--- src/rtl/conv_window_sequencer_pkg.sv ---
// Shared definitions for the convolution window sequencer: state encoding
// and default field widths for the DCNN datapath.
package conv_window_sequencer_pkg;

  localparam int CNT_W_DEF = 5;  // image side / coordinate width (max 31x31)
  localparam int K_W_DEF   = 3;  // kernel side width (max 7x7)

  typedef enum logic [1:0] {
    ST_IDLE = 2'd0,
    ST_RUN  = 2'd1,
    ST_FIN  = 2'd2
  } seq_state_t;

endpackage

--- src/rtl/conv_window_sequencer_seq_counter.sv ---
// Up counter that wraps to zero after reaching a programmable last value.
// wrap flags the enabled step that rolls over so a second instance can cascade.
module seq_counter #(
  parameter int W = 5
) (
  input  logic         clk,
  input  logic         en,
  input  logic         clr,
  input  logic [W-1:0] last,
  output logic [W-1:0] q,
  output logic         wrap
);

  logic at_last;

  assign at_last = (q == last);
  assign wrap    = en & at_last;

  // Synchronous clear has priority over counting; wrap back to zero at last.
  always_ff @(posedge clk) begin
    if (clr) begin
      q <= '0;
    end else if (en) begin
      q <= at_last ? '0 : q + 1'b1;
    end
  end

endmodule

--- src/rtl/conv_window_sequencer.sv ---
// Walks the output map row-major and offers each window origin (row, col)
// to the fetch/MAC stage.
//
// Handshake: win_valid is high for the whole RUN state and win_row/win_col
// hold steady until a transfer, which is win_valid & win_ready at a rising
// edge; one transfer per cycle is possible.
module conv_window_sequencer
  import conv_window_sequencer_pkg::*;
#(
  parameter int CNT_W = CNT_W_DEF,
  parameter int K_W   = K_W_DEF
) (
  input  logic             clk,
  input  logic             rst,
  input  logic             start,
  input  logic [CNT_W-1:0] cfg_img_size,
  input  logic [K_W-1:0]   cfg_k_size,
  output logic             win_valid,
  input  logic             win_ready,
  output logic [CNT_W-1:0] win_row,
  output logic [CNT_W-1:0] win_col,
  output logic             busy,
  output logic             done,
  output logic             cfg_err,
  output seq_state_t       state_dbg
);

  seq_state_t       state_q, state_d;
  logic [CNT_W-1:0] last_q;
  logic             err_q;

  logic [CNT_W-1:0] k_ext;
  logic             cfg_bad;
  logic             accept;
  logic             xfer;
  logic             cnt_clr;
  logic             col_wrap;
  logic             row_wrap;

  assign k_ext   = {{(CNT_W-K_W){1'b0}}, cfg_k_size};
  assign cfg_bad = (cfg_k_size == '0) || (k_ext > cfg_img_size);
  assign accept  = (state_q == ST_IDLE) && start;
  assign xfer    = win_valid & win_ready;
  // Counters sit at zero outside RUN so FIN and IDLE present origin (0,0).
  assign cnt_clr = rst || (state_q != ST_RUN);

  seq_counter #(.W(CNT_W)) u_col (
    .clk  (clk),
    .en   (xfer),
    .clr  (cnt_clr),
    .last (last_q),
    .q    (win_col),
    .wrap (col_wrap)
  );

  seq_counter #(.W(CNT_W)) u_row (
    .clk  (clk),
    .en   (col_wrap),
    .clr  (cnt_clr),
    .last (last_q),
    .q    (win_row),
    .wrap (row_wrap)
  );

  // State register plus the config latched when a pass is accepted.
  always_ff @(posedge clk) begin
    if (rst) begin
      state_q <= ST_IDLE;
      last_q  <= '0;
      err_q   <= 1'b0;
    end else begin
      state_q <= state_d;
      if (accept) begin
        last_q <= cfg_img_size - k_ext;
      end
      err_q <= accept && cfg_bad;
    end
  end

  // Next-state: bad config skips straight to FIN; RUN ends on the final window.
  always_comb begin
    state_d = state_q;
    unique case (state_q)
      ST_IDLE: if (start) state_d = cfg_bad ? ST_FIN : ST_RUN;
      ST_RUN:  if (row_wrap) state_d = ST_FIN;
      ST_FIN:  state_d = ST_IDLE;
      default: state_d = ST_IDLE;
    endcase
  end

  assign win_valid = (state_q == ST_RUN);
  assign busy      = (state_q == ST_RUN);
  assign done      = (state_q == ST_FIN);
  assign cfg_err   = err_q;
  assign state_dbg = state_q;

endmodule
--- config.mk ---
export PLATFORM = sky130hd
export DESIGN_NAME = conv_window_sequencer
export DESIGN_NICKNAME = d
export VERILOG_FILES = /design/src/rtl/conv_window_sequencer_pkg.sv /design/src/rtl/conv_window_sequencer_seq_counter.sv /design/src/rtl/conv_window_sequencer.sv
export SDC_FILE = /design/constraint.sdc
export NUM_CORES = 1
export LEC_CHECK = 0
export CAP_MARGIN = 10
export CORE_MARGIN = 2
export CORE_UTILIZATION = 30
export DETAILED_ROUTE_END_ITERATION = 10
export HOLD_SLACK_MARGIN = 0.02
export SYNTH_ARGS = -nofsm -noshare
export SYNTH_HDL_FRONTEND = slang
export SYNTH_SLANG_ARGS = --single-unit
--- constraint.sdc ---
create_clock -name clk -period 2 [get_ports clk]
set_input_delay 0.3 -clock clk [delete_from_list [all_inputs] [get_ports clk]]
set_output_delay 0.3 -clock clk [all_outputs]
set_load 0.01 [all_outputs]
Word level (Yosys, flattened, before mapping)

Index checks and enable logic that the tools add are counted.

Bits in registers: 18
Bits of input ports: 12
Logic and storage cells: 32

$add $sub $neg: 3
$lt $le $gt $ge: 1
Eq/ne operators: 7
Mux-type cells: 6
Bitwise logic cells: 3
Reductions and logical operators: 7

Operator list:

| kind                                                                    | count |
|---|---|
| 5-bit by 1-bit adder with 5-bit output, second input constant           | 2 |
| 5-bit equality test                                                     | 2 |
| 5-bit two-way mux                                                       | 2 |
| 2-bit two-way mux                                                       | 3 |
| 3-bit by 5-bit greater-than comparator with 1-bit output                | 1 |
| 5-bit by 3-bit subtractor with 5-bit output                             | 1 |
| 2-bit by 1-bit inequality test with 1-bit output, second input constant | 2 |
| 2-bit one-hot mux with 2 select lines                                   | 1 |
| 1-bit AND                                                               | 3 |
| 3-bit zero test                                                         | 1 |
| 2-bit by 1-bit equality test with 1-bit output, second input constant   | 1 |
| 2-bit equality test, second input constant                              | 1 |
| 1-bit logical AND                                                       | 2 |
| 2-bit zero test                                                         | 1 |
| 1-bit logical OR                                                        | 2 |
| 2-bit inequality test, second input constant                            | 1 |
| 2-bit AND reduction                                                     | 1 |

Logic depth before layout (Yosys ltp)

Word-level depth: 6
Depth in mapped cells: 7
Mapped depth without buffers: 7

Cells and area by module

A second synthesis with hierarchy kept.

Cell total of the unflattened synthesis: 111
Area, all modules: 1,074.8 um2

Modules (own cells, without submodules):

| module                | times used | cells an instance | area an instance (um2) | seq. area each (um2) |
|---|---|---|---|---|
| seq_counter           | 2          | 27                | 289.0                  | 100.1 |
| conv_window_sequencer | 1          | 57                | 496.7                  | 160.2 |

Worst setup path before layout

OpenSTA, ideal clock, no wires.

Path kind: in2reg
From: in cfg_img_size[0]
To: reg last_q[4]
Setup time: 0.086 ns
Arrival: 1.396 ns
Required time: 1.914 ns
Slack: 0.518 ns
Cell stages on the path: 7
Buffers on the path: 0
Cells stage by stage: inv_1 ha_1 fa_1 nor2b_1 nor3_1 xnor2_1 a211oi_1

Word-level cells in the longest chain between the ends: 1

Ends and longest elaborated chain:

| element                                     | RTL line                    | text |
|---|---|---|
| start, declared                             | conv_window_sequencer.sv:16 | `input logic [CNT_W-1:0] cfg_img_size,` |
| 5-bit by 3-bit subtractor with 5-bit output | conv_window_sequencer.sv:74 | `last_q <= cfg_img_size - k_ext;` |
| end signal, assigned                        | conv_window_sequencer.sv:74 |  |
| end, declared                               | conv_window_sequencer.sv:29 | `logic [CNT_W-1:0] last_q;` |

No other way between the ends.
A chain may end at the register's enable or synchronous reset.

Worst setup path after layout

From: reg state_q[1] (netlist: state_dbg[1])
To: out win_valid

Word-level cells in the longest chain between the ends: 1

Ends and longest elaborated chain:

| element                                        | RTL line                    | text |
|---|---|---|
| start, declared                                | conv_window_sequencer.sv:28 | `seq_state_t state_q, state_d;` |
| start signal, assigned                         | conv_window_sequencer.sv:72 | `state_q <= state_d;` |
| 2-bit by 1-bit equality test with 1-bit output | conv_window_sequencer.sv:91 | `assign win_valid = (state_q == ST_RUN);` |
| end, declared                                  | conv_window_sequencer.sv:18 | `output logic win_valid,` |

No other way between the ends.

==> flow_summary_export.csv <==
group,metric,value,unit
global_route,grt_util_all_layers,11.5,%
sta,timing.clock.skew,0.00759,ns
clock_tree,cts_root_buffer,"clkbuf_4",
setup_path,worst-path-max-fanout,8,
status,outcome,"completed",
cells_and_area,layout-area-overhead-vs-synth,39.4,%
setup_path,cpPeakStageDelay,0.53,ns
cells_and_area,ant_diodes,0,
routing,wirelength,1970,um
clock_tree,cts.reportedPaths.clkPinSlew,0.10,ns
global_route,antenna_found_initial,0,
flow_run,drv.max_cap_violation_count,0,
synthesis,synth.yosys.seq_area_share,36.5,%
routing,drt_drc_violations_left,0,
die,die_y,61.4,um
clock_tree,clk_path_buf_depth,2,
worst_hold_path,holdCritStartpoint,"last_q[2]",
sta,timing_worst_slew_pin_value,0.312,ns
setup_path,timing.reg2reg.worst_path_depth,5,
setup_path,worst-path-stages,3,
die,die_width,61.4,um
synthesis,syn_area,987,um^2
cells_and_area,seqCellArea,360,um^2
cells_and_area,post_route_cells_drive_above_1_share,9.52,%
routing,drtIter0Drc,18,
setup_path,required,1.70,ns
global_route,grt_pass1_vias,774,
pwr,vdd_drop_max,0.000183,V
clock_tree,cts_tree,"yes",
synthesis,synth_seq_cells,18,
sta,layout_min_cycle_time,1.80,ns
routing,first_pass_iters,4,
cells_and_area,final_core_util,44.4,%
setup_path,rr_endpoint,"u_row.q[1]",
cells_and_area,mostFrequentLayoutCell,"clkdlybuf4s50_1",
setup_path,criticalPathCategory,"reg -> out",
die,floorplan.core_area,0.00310,mm^2
synthesis,synth_area_leader_cell,"dfxtp_1",
clock_tree,post-cts-setup-buffers,0,
clock_tree,cts-buffers-inserted,3,
setup_path,cell_with_the_largest_stage_delay_on_the_worst_path,"clkdlybuf4s50_1",
sta,rsz0062_at_grt,"no",
place,hpwlAfterDp,1640,um
global_route,first_pass_grt_wire_length,3200,um
cells_and_area,final_cell_count_no_fill,191,
setup_path,timing.reg2reg.setup_slack,0.44,ns
synthesis,syn_inst,112,
setup_path,crit-reg2reg-launch,"state_dbg[1]",
clock_tree,postCtsHoldBufs,0,
global_route,pin_count_of_the_biggest_net_entering_global_routing,10,
pwr,static-leakage-power,0.000579,uW
synthesis,yosysTopAreaCellShare,36.5,%
clock_tree,post_cts_resized,0,
sta,final_hold_violations,0,
setup_path,critPathLaunchType,"flop",
synthesis,netlist-cell-type-count,25,
sta,slew_violations,0,
routing,vias_per_cell,4.53,
sta,timing.slew.headroom,79.2,%
clock_tree,worstSkewPairLatency,0.29,ns
cells_and_area,layout_common_cells,"27 x clkdlybuf4s50_1, 18 x nor2_1, 18 x dfxtp_1, 15 x xor2_1",
routing,num_vias,865,
routing,drt.antenna.violating_nets,0,
sta,finalCritPeriodShare,90.1,%
clock_tree,cts.sink_count,18,
setup_path,end_kind,"primary output",
pwr,power-per-cell-area,570,mW/mm^2
synthesis,top_cells_by_area_synth,"dfxtp_1 37%, xor2_1 13%, nor2_1 6.8%, ha_1 6.3%, xnor2_1 5.3%",
setup_path,arrival_time_worst_endpoint,1.50,ns
synthesis,synth_nets,130,
worst_hold_path,holdPathEnd,"last_q[2]",
sta,setup_viol,0,
clock_tree,cts.htree.levels,1,
synthesis,synthesis.area_per_instance,8.81,um^2
place,finalWeightedCongestion,0.706,
cells_and_area,num-nets-final,167,
cells_and_area,n_fill_cell,342,
die,initial_core_util,31.8,%
cells_and_area,multiInputGateArea,597,um^2
place,placement.io_buffers,27,
routing,route.detailed.wl_per_inst,10.3,um
place,place.detailed.instances,188,
die,io_pins,28,
die,core.rowCount,20,
synthesis,synth-warning-count,0,
pwr,total_power,784,uW
die,die_area,0.00377,mm^2
sta,fmaxAchievable,555,MHz
worst_hold_path,timing.hold.worst.class,"reg -> reg",
setup_path,critPathTopFamily,"buffers and inverters",
global_route,globalRouteOverflowTotal,0,
setup_path,critPathBufInv,2,
worst_hold_path,hold_path_depth,2,
setup_path,path_cells,"nand2b_1, inv_2, clkdlybuf4s50_1",
==> cells in the mapped netlist <==
library cell,instances
xnor2_1,6
o22a_1,1
nand2_1,4
buf_1,1
ha_1,5
and3_1,3
nor2b_1,5
o21ai_2,1
inv_1,4
nor3_1,6
nand3b_1,1
a21oi_1,2
mux2i_1,1
nand2b_1,2
fa_1,1
buf_4,1
dfxtp_1,18
xor2_1,15
nand3_1,7
o21ai_0,2
nor2_1,18
nor4_4,1
inv_2,1
a211oi_1,5
nand2_2,1
==> layout make-up <==
type / count / area share (%)
tap: 44 / 4.00
inverter: 5 / 1.36
timing repair buffer: 34 / 23.5
clock buffer: 3 / 1.64
multi-input combinational: 87 / 43.4
sequential: 18 / 26.2
==> routing by layer <==
metal	wire length, um	global-route usage, %	vias to the layer above
li1	-	-	448
met1	866	13.5	387
met2	972	20.2	26
met3	99	1.89	4
met4	30	5.47	0
met5	0	0	-
==> state kept, by name, summed over array words and instances, names as in the netlist <==
name and count:
last_q 5, u_col.q 5, u_row.q 5, state_dbg 2, cfg_err 1
==> logic make-up after synthesis <==
kind of cell	after synthesis	synth area share, %
buffers and inverters	7	3.04
and+or+nand+nor	48	24.8
DFF	18	36.5
AOI/OAI and AO/OA	11	7.61
adders and majority gates	6	8.37
xor gates and xnor gates	21	18.6
muxes	1	1.01
==> metrics by stage <==
step	hold slack, ns	instance area (um^2)	worst slack, ns	setup TNS [ns]
4_1_cts	0.544	1380	0.189	0
3_5_place_dp	0.530	1350	-0.0324	-0.0384
6_report	0.542	1380	0.198	0
2_1_floorplan	0.396	987	0.518	0
5_1_grt	0.584	1380	0.110	0
3_3_place_gp	0.519	1350	0.0268	0
==> worst max-delay path by stage <==
stage / endpoint / startpoint
after detailed placement: last_q[4] / cfg_img_size[0]
after global routing: busy / state_dbg[1]
final: win_valid / state_dbg[1]
after global placement: last_q[4] / cfg_img_size[0]
after CTS: win_valid / state_dbg[1]
after floorplan: last_q[4] / cfg_img_size[0]
==> power by group <==
part	switching [uW]	internal [uW]	leakage [uW]
registers	22.4	378	0.000147
clock network	103	70.0	0.0000138
logic	99.7	111	0.000419
total	225	559	0.000579
==> tightest hold or removal path: stages (launching register included) <==
cell and delay [ns]:
dfxtp_1 0.35, o21ai_0 0.08, a21oi_1 0.07
No activity file was read; power rests on OpenSTA's default activity.
